<file path="src/rtl/layer6_actbuf_pingpong_ctrl_pkg.sv">
// Shared types and default geometry for the Layer6 activation-buffer ping-pong controller.
package layer6_pkg;

  typedef enum logic [1:0] {
    EMPTY    = 2'd0,
    FILLING  = 2'd1,
    FULL     = 2'd2,
    DRAINING = 2'd3
  } bank_state_t;

  localparam int AWIDTH_DEF      = 15;
  localparam int DWIDTH_DEF      = 8;
  localparam int FRAME_WORDS_DEF = 32768;
  localparam int CNTW_DEF        = 16;

endpackage

</file>
<file path="src/rtl/layer6_actbuf_pingpong_ctrl_if.sv">
// Writer, PE, SyncSig and BRAM-side signals of the ping-pong controller in one bundle.
interface layer6_actbuf_pingpong_ctrl_if
  import layer6_pkg::*;
#(
  parameter int AWIDTH = AWIDTH_DEF,
  parameter int DWIDTH = DWIDTH_DEF,
  parameter int CNTW   = CNTW_DEF
);
  logic [AWIDTH-1:0] wr_address;
  logic              wr_ce;
  logic              wr_we;
  logic [DWIDTH-1:0] wr_d;
  logic              wr_grant;
  logic [AWIDTH-1:0] rd_address;
  logic              rd_ce;
  logic [DWIDTH-1:0] rd_q;
  logic              rd_done;
  logic              SyncSig_V;
  logic              SyncSig_V_ap_vld;
  logic              SyncSig_V_ap_ack;
  logic [AWIDTH:0]   bram_addr1;
  logic              bram_ce1;
  logic              bram_we1;
  logic [DWIDTH-1:0] bram_d1;
  logic [AWIDTH:0]   bram_addr0;
  logic              bram_ce0;
  logic [DWIDTH-1:0] bram_q0;
  logic [CNTW-1:0]   frames_written;
  logic [CNTW-1:0]   frames_read;
  logic              err_wr_drop;

  modport slave (
    input  wr_address, wr_ce, wr_we, wr_d, rd_address, rd_ce, rd_done,
           SyncSig_V_ap_ack, bram_q0,
    output wr_grant, rd_q, SyncSig_V, SyncSig_V_ap_vld,
           bram_addr1, bram_ce1, bram_we1, bram_d1, bram_addr0, bram_ce0,
           frames_written, frames_read, err_wr_drop
  );

  modport master (
    output wr_address, wr_ce, wr_we, wr_d, rd_address, rd_ce, rd_done,
           SyncSig_V_ap_ack, bram_q0,
    input  wr_grant, rd_q, SyncSig_V, SyncSig_V_ap_vld,
           bram_addr1, bram_ce1, bram_we1, bram_d1, bram_addr0, bram_ce0,
           frames_written, frames_read, err_wr_drop
  );
endinterface

</file>
<file path="src/rtl/layer6_actbuf_pingpong_ctrl_bank_state.sv">
// Ownership FSM of one ActBuf bank: EMPTY -> FILLING -> FULL -> DRAINING -> EMPTY.
module actbuf_bank_state
  import layer6_pkg::*;
(
  input  logic        clk,
  input  logic        rst,
  input  logic        fill_start,
  input  logic        fill_end,
  input  logic        take,
  input  logic        drain_done,
  output bank_state_t state
);

  // NOTE: state registers use non-blocking assignment so every flop samples pre-edge values.
  always_ff @(posedge clk) begin
    if (rst) begin
      state <= EMPTY;
    end else begin
      case (state)
        EMPTY:    if (fill_start) state <= fill_end ? FULL : FILLING;
        FILLING:  if (fill_end)   state <= FULL;
        FULL:     if (take)       state <= DRAINING;
        DRAINING: if (drain_done) state <= EMPTY;
        default:                  state <= EMPTY;
      endcase
    end
  end

endmodule

</file>
<file path="src/rtl/layer6_actbuf_pingpong_ctrl.sv">
// Ping-pong scheduler: splits the ActBuf BRAM into two banks, arbitrates writer/PE ownership,
// drives the SyncSig valid/ack handshake and counts completed frames.
module layer6_actbuf_pingpong_ctrl
  import layer6_pkg::*;
#(
  parameter int AWIDTH      = AWIDTH_DEF,
  parameter int DWIDTH      = DWIDTH_DEF,
  parameter int FRAME_WORDS = FRAME_WORDS_DEF,
  parameter int CNTW        = CNTW_DEF
) (
  input logic                          ap_clk,
  input logic                          ap_rst,
  layer6_actbuf_pingpong_ctrl_if.slave bus
);

  localparam logic [AWIDTH:0] LAST_WORD = (AWIDTH+1)'(FRAME_WORDS - 1);

  bank_state_t       bank_st [0:1];
  bank_state_t       wr_state, rd_state;
  logic              wr_ptr, rd_ptr;
  logic [AWIDTH:0]   wcnt;
  logic [CNTW-1:0]   frames_written_q, frames_read_q;
  logic              err_q, vld_q, sync_q;
  logic              grant, wr_stb, wr_acc, wr_last, take, rd_release;
  logic [1:0]        fill_start, fill_end, take_v, drain_v;

  // NOTE: every always_comb output gets a default first so no path leaves a latch behind.
  always_comb begin
    wr_state   = bank_st[wr_ptr];
    rd_state   = bank_st[rd_ptr];
    grant      = (wr_state == EMPTY) || (wr_state == FILLING);
    wr_stb     = bus.wr_ce & bus.wr_we;
    wr_acc     = wr_stb & grant & ~ap_rst;
    wr_last    = wr_acc && (wcnt == LAST_WORD);
    take       = vld_q & bus.SyncSig_V_ap_ack;
    rd_release = bus.rd_done && (rd_state == DRAINING);
    fill_start = '0;
    fill_end   = '0;
    take_v     = '0;
    drain_v    = '0;
    fill_start[wr_ptr] = wr_acc && (wr_state == EMPTY);
    fill_end[wr_ptr]   = wr_last;
    take_v[rd_ptr]     = take;
    drain_v[rd_ptr]    = rd_release;
  end

  for (genvar b = 0; b < 2; b++) begin : g_bank
    actbuf_bank_state u_state (
      .clk        (ap_clk),
      .rst        (ap_rst),
      .fill_start (fill_start[b]),
      .fill_end   (fill_end[b]),
      .take       (take_v[b]),
      .drain_done (drain_v[b]),
      .state      (bank_st[b])
    );
  end

  always_ff @(posedge ap_clk) begin
    if (ap_rst) begin
      wr_ptr           <= 1'b0;
      rd_ptr           <= 1'b0;
      wcnt             <= '0;
      frames_written_q <= '0;
      frames_read_q    <= '0;
      err_q            <= 1'b0;
      vld_q            <= 1'b0;
      sync_q           <= 1'b0;
    end else begin
      if (wr_acc) wcnt <= wr_last ? '0 : wcnt + (AWIDTH+1)'(1);
      if (wr_last) begin
        wr_ptr           <= ~wr_ptr;
        frames_written_q <= frames_written_q + CNTW'(1);
      end
      if (rd_release) begin
        rd_ptr        <= ~rd_ptr;
        frames_read_q <= frames_read_q + CNTW'(1);
      end
      if (wr_stb && !grant) err_q <= 1'b1;
      // The offer is withdrawn in the ack cycle itself so vld never lingers a second cycle.
      vld_q  <= (rd_state == FULL) && !take;
      sync_q <= rd_ptr;
    end
  end

  assign bus.wr_grant         = grant;
  assign bus.bram_addr1       = {wr_ptr, bus.wr_address};
  assign bus.bram_ce1         = bus.wr_ce & grant & ~ap_rst;
  assign bus.bram_we1         = bus.wr_we & grant & ~ap_rst;
  assign bus.bram_d1          = bus.wr_d;
  assign bus.bram_addr0       = {rd_ptr, bus.rd_address};
  assign bus.bram_ce0         = bus.rd_ce && (rd_state == DRAINING) && !ap_rst;
  assign bus.rd_q             = bus.bram_q0;
  assign bus.SyncSig_V_ap_vld = vld_q;
  assign bus.SyncSig_V        = sync_q;
  assign bus.frames_written   = frames_written_q;
  assign bus.frames_read      = frames_read_q;
  assign bus.err_wr_drop      = err_q;

  logic [CNTW-1:0] frame_diff;
  assign frame_diff = frames_written_q - frames_read_q;

  a_frame_balance: assert property (@(posedge ap_clk) disable iff (ap_rst)
                                    frame_diff <= CNTW'(2));

endmodule

</file>
<file path="src/flat_wrapper.sv">
// flat-port wrapper written by rule: the top's interface ports become plain ports
module layer6_actbuf_pingpong_ctrl_flat import layer6_pkg::*;
#(
  parameter int AWIDTH      = AWIDTH_DEF,
  parameter int DWIDTH      = DWIDTH_DEF,
  parameter int FRAME_WORDS = FRAME_WORDS_DEF,
  parameter int CNTW        = CNTW_DEF
)
  (ap_clk, ap_rst, bus_wr_address, bus_wr_ce, bus_wr_we, bus_wr_d, bus_rd_address, bus_rd_ce, bus_rd_done, bus_SyncSig_V_ap_ack, bus_bram_q0, bus_wr_grant, bus_rd_q, bus_SyncSig_V, bus_SyncSig_V_ap_vld, bus_bram_addr1, bus_bram_ce1, bus_bram_we1, bus_bram_d1, bus_bram_addr0, bus_bram_ce0, bus_frames_written, bus_frames_read, bus_err_wr_drop);
  layer6_actbuf_pingpong_ctrl_if #(.AWIDTH(AWIDTH), .DWIDTH(DWIDTH), .CNTW(CNTW)) bus_i ();
  input logic ap_clk;
  input logic ap_rst;
  input wire logic [$bits(bus_i.wr_address)-1:0] bus_wr_address;
  input wire logic [$bits(bus_i.wr_ce)-1:0] bus_wr_ce;
  input wire logic [$bits(bus_i.wr_we)-1:0] bus_wr_we;
  input wire logic [$bits(bus_i.wr_d)-1:0] bus_wr_d;
  input wire logic [$bits(bus_i.rd_address)-1:0] bus_rd_address;
  input wire logic [$bits(bus_i.rd_ce)-1:0] bus_rd_ce;
  input wire logic [$bits(bus_i.rd_done)-1:0] bus_rd_done;
  input wire logic [$bits(bus_i.SyncSig_V_ap_ack)-1:0] bus_SyncSig_V_ap_ack;
  input wire logic [$bits(bus_i.bram_q0)-1:0] bus_bram_q0;
  output wire logic [$bits(bus_i.wr_grant)-1:0] bus_wr_grant;
  output wire logic [$bits(bus_i.rd_q)-1:0] bus_rd_q;
  output wire logic [$bits(bus_i.SyncSig_V)-1:0] bus_SyncSig_V;
  output wire logic [$bits(bus_i.SyncSig_V_ap_vld)-1:0] bus_SyncSig_V_ap_vld;
  output wire logic [$bits(bus_i.bram_addr1)-1:0] bus_bram_addr1;
  output wire logic [$bits(bus_i.bram_ce1)-1:0] bus_bram_ce1;
  output wire logic [$bits(bus_i.bram_we1)-1:0] bus_bram_we1;
  output wire logic [$bits(bus_i.bram_d1)-1:0] bus_bram_d1;
  output wire logic [$bits(bus_i.bram_addr0)-1:0] bus_bram_addr0;
  output wire logic [$bits(bus_i.bram_ce0)-1:0] bus_bram_ce0;
  output wire logic [$bits(bus_i.frames_written)-1:0] bus_frames_written;
  output wire logic [$bits(bus_i.frames_read)-1:0] bus_frames_read;
  output wire logic [$bits(bus_i.err_wr_drop)-1:0] bus_err_wr_drop;
  assign bus_i.wr_address = bus_wr_address;
  assign bus_i.wr_ce = bus_wr_ce;
  assign bus_i.wr_we = bus_wr_we;
  assign bus_i.wr_d = bus_wr_d;
  assign bus_i.rd_address = bus_rd_address;
  assign bus_i.rd_ce = bus_rd_ce;
  assign bus_i.rd_done = bus_rd_done;
  assign bus_i.SyncSig_V_ap_ack = bus_SyncSig_V_ap_ack;
  assign bus_i.bram_q0 = bus_bram_q0;
  assign bus_wr_grant = bus_i.wr_grant;
  assign bus_rd_q = bus_i.rd_q;
  assign bus_SyncSig_V = bus_i.SyncSig_V;
  assign bus_SyncSig_V_ap_vld = bus_i.SyncSig_V_ap_vld;
  assign bus_bram_addr1 = bus_i.bram_addr1;
  assign bus_bram_ce1 = bus_i.bram_ce1;
  assign bus_bram_we1 = bus_i.bram_we1;
  assign bus_bram_d1 = bus_i.bram_d1;
  assign bus_bram_addr0 = bus_i.bram_addr0;
  assign bus_bram_ce0 = bus_i.bram_ce0;
  assign bus_frames_written = bus_i.frames_written;
  assign bus_frames_read = bus_i.frames_read;
  assign bus_err_wr_drop = bus_i.err_wr_drop;
  layer6_actbuf_pingpong_ctrl #(.AWIDTH(AWIDTH), .DWIDTH(DWIDTH), .FRAME_WORDS(FRAME_WORDS), .CNTW(CNTW)) u_core (.ap_clk(ap_clk), .ap_rst(ap_rst), .bus(bus_i));
endmodule
</file>
<file path="config.mk">
export PLATFORM = sky130hd
export DESIGN_NAME = layer6_actbuf_pingpong_ctrl_flat
export DESIGN_NICKNAME = d
export VERILOG_FILES = /design/src/rtl/layer6_actbuf_pingpong_ctrl_pkg.sv /design/src/rtl/layer6_actbuf_pingpong_ctrl_if.sv /design/src/rtl/layer6_actbuf_pingpong_ctrl_bank_state.sv /design/src/rtl/layer6_actbuf_pingpong_ctrl.sv /design/src/flat_wrapper.sv
export SDC_FILE = /design/constraint.sdc
export NUM_CORES = 1
export LEC_CHECK = 0
export CAP_MARGIN = 20
export CORE_MARGIN = 4
export CORE_UTILIZATION = 36
export CTS_CLUSTER_SIZE = 28
export DETAILED_ROUTE_END_ITERATION = 10
export PLACE_DENSITY = 0.73
export SYNTH_ARGS = -nofsm -noshare
export SYNTH_HDL_FRONTEND = slang
export SYNTH_SLANG_ARGS = --single-unit
</file>
<file path="constraint.sdc">
create_clock -name ap_clk -period 2.4 [get_ports ap_clk]
set_clock_uncertainty 0.2 [all_clocks]
set_input_delay 0.48 -clock ap_clk [delete_from_list [all_inputs] [get_ports ap_clk]]
set_output_delay 0.48 -clock ap_clk [all_outputs]
set_load 0.05 [all_outputs]
</file>
==> impl_metrics.yaml <==
outcome:
  outcome: "completed"
yosys:
  syn_avg_cell_area_um2: 8.50
  yosysWarnings: 0
  synth_top_flop_cell: "dfxtp_1"
  syn_area_um2: 3250
  synthArstFlopShare: 0
  ys_seq_area_frac: 0.351
  synth_edf_count: 0
  synth_nets: 446
  synth_cell_types: 50
  synthCells: 382
  yosys_register_bits: 57
clock_tree:
  cts_max_level: 3
  cts_tree: "built"
  cts_made_buffers: 9
  cts.sinks: 57
  cts.clk_slew.worst_paths_ns: 0.06
  max-clock-path-buffers: 2
  insertion_delay_ns: 0.34
  ctsRootBufferMaster: "clkbuf_8"
  cts_hold_buf: 0
power:
  seqPwrFrac: 0.466
  combPwrFrac: 0.165
  power_w: 0.00213
  p_int_w: 0.00151
  p_leak_nw: 1.38
  p_switching_w: 0.000622
  clock_power_share: 0.369
  power.density_nw_per_um2: 540
  switching_share: 0.292
  max-vdd-ir-drop_v: 0.000254
worst_setup_path:
  cp.depth: 1
  crit_arrival_ns: 1.65
  critPathTopFamily: "buffers and inverters"
  crit_path_start: "u_core.bus.frames_read[2]"
  cp_slowest_cell: "clkdlybuf4s50_1"
  r2r_start: "u_core.wcnt[8]"
  cp-end-kind: "output pin"
  worstPathMaxFanout: 7
  worstPathCellList: "clkdlybuf4s50_1"
  setup.worst_path.end: "bus_frames_read[2]"
  ff2ff_setup_slack_ns: 0.10
  criticalPathCategory: "reg2out"
  reg2reg_to: "u_core.g_bank[1].u_state.state[0]"
  reg2regPathDepth: 7
  required_ns: 1.72
  slowest_delay_ns: 0.86
  critPathBufInv: 1
  start_kind: "flip-flop"
finish:
  fin_cells: 528
  layout_common_cells: "55 x dfxtp_1, 49 x nor2_1, 39 x clkdlybuf4s50_1"
  design_area_um2: 3940
  area_delta_synth_final_pct: 21.2
  final_common_cell: "dfxtp_1"
  final_nets: 480
  insertedDiodeCount: 0
  fin_util: 0.449
  drive_gt1_frac: 0.171
  fillCellCount: 853
timing:
  tns_ns: 0
  relSlewSlack: 0.656
  finalCritPeriodShare: 0.970
  post-route-min-period_ns: 2.33
  setup_viol: 0
  tightest_slew_ns: 0.515
  finalMaxSlewViolations: 0
  grt_setup_unrepaired: "no"
  finalHoldViolCount: 0
  max_freq_ghz: 0.430
placed_design:
  portBuffers: 47
  place_area_um2: 3710
  dp.cells: 510
  dp_hpwl_um: 5490
  place_congestion: 0.821
detailed_routing:
  drtPass1Iterations: 4
  drtIter0Drc: 171
  num_vias: 2774
  antenna_left: 0
  wirelength_um: 7600
  drcViolationCount: 0
  vias_per_cell: 5.25
  wl_per_cell_um: 14.4
global_routing:
  grt_usage: 0.148
  grt_pass1_vias: 2751
  grt_pass1_wl_um: 12400
  grt_max_degree: 31
  antenna_found_initial: 0
  grt_overflow: 0
floorplan:
  start_util: 0.371
  core_area_um2: 8760
  die_y_um: 103
  die_w_um: 103
  ioPinCount: 140
  fp.dieArea_um2: 10600
  placementRows: 34
job:
  drv_cap: 0
worst_hold_path:
  hp-class: "reg2reg"
  hold_path_startpoint: "u_core.bus.err_wr_drop"
layout make-up:
class / count / area [um^2] / share of cell area
clock buffer: 10 / 138 / 0.0350
tap: 108 / 135 / 0.0343
timing repair buffer: 82 / 754 / 0.192
multi-input combinational: 257 / 1690 / 0.430
inverter: 9 / 33.8 / 0.00858
clock inverter: 5 / 32.5 / 0.00826
sequential: 57 / 1150 / 0.292
through the flow:
stage / hold slack, ns / setup WS [ns]
global placement: 0.259 / -0.332
finish: 0.270 / 0.0722
detailed placement: 0.263 / -0.400
floorplan: 0.267 / -0.0789
CTS: 0.278 / 0.0396
global route: 0.318 / 0.00792
routing by layer:
layer | routed length [um] | up-vias | track usage
li1 | - | 1370 | -
met1 | 3430 | 1304 | 0.182
met2 | 3480 | 68 | 0.231
met3 | 443 | 32 | 0.0426
met4 | 240 | 0 | 0.0807
met5 | 0 | - | 0
worst min path at each step:
stage	slack, ns	cells past startpoint	end
floorplan	0.27	2	u_core.wcnt[1]
global placement	0.26	2	u_core.bus.err_wr_drop
detailed placement	0.26	2	u_core.bus.err_wr_drop
CTS	0.28	2	u_core.bus.err_wr_drop
global route	0.32	2	u_core.bus.err_wr_drop
finish	0.27	2	u_core.bus.err_wr_drop
worst register-to-register path, stage by stage, from the launching register on:
cell      delay [ns]
dfxtp_1         0.38
nand4_1         0.20
buf_4           0.20
nor4_2          0.34
buf_4           0.19
a21boi_0        0.12
or4_1           0.50
o31ai_1         0.08
what timing repair did:
item | in CTS | in global routing
endpoints found under the setup margin | 3 | 11
setup buffers | 1 | 2
hold endpoints to repair | 0 | 0
pin swaps | 1 | 4
resized for setup | 2 | 10
cells in the mapped netlist, types with 5 or more instances:
cell / n / area (um^2)
a21oi_1: 15 / 75.1
and3_1: 6 / 37.5
and4_1: 5 / 43.8
buf_4: 48 / 360
clkbuf_1: 7 / 26.3
dfxtp_1: 57 / 1140
ha_1: 11 / 138
inv_1: 9 / 33.8
nand2_1: 23 / 86.3
nand3_1: 17 / 85.1
nand4_1: 18 / 113
nor2_1: 49 / 184
nor3_1: 7 / 35.0
o21ai_0: 10 / 50.1
o31ai_1: 5 / 37.5
or3_1: 6 / 37.5
or4_1: 7 / 52.6
xnor2_1: 14 / 123
xor2_1: 22 / 193
logic make-up (layout without fill, tap and decap cells):
kind of cell,count (synthesis),in the layout,share of synthesized area
mux,4,4,0.0139
buf+inv,68,106,0.136
compound gates,45,45,0.0886
flops,57,57,0.351
fa+ha+maj,11,11,0.0424
xor+xnor,36,36,0.0971
simple gates,161,161,0.270
power groups by stage:
stage               clock [W]  combinational, W  sequential [W]
floorplan                   0          0.000391         0.00104
global placement            0          0.000339         0.00101
detailed placement          0          0.000348         0.00101
CTS                  0.000811          0.000349        0.000990
global route         0.000846          0.000381        0.000993
finish               0.000785          0.000352        0.000990
flip-flops by register name, indices dropped and copies added (netlist names):
| register | cells |
|---|---|
| u_core.wr_ptr | 1 |
| u_core.bus.frames_read | 16 |
| u_core.bus.err_wr_drop | 1 |
| u_core.bus.SyncSig_V | 1 |
| u_core.bus.SyncSig_V_ap_vld | 1 |
| u_core.g_bank.u_state.state | 4 |
| u_core.wcnt | 16 |
| u_core.bus.frames_written | 16 |
| u_core.rd_ptr | 1 |
Power figures use the tool's default switching activity.
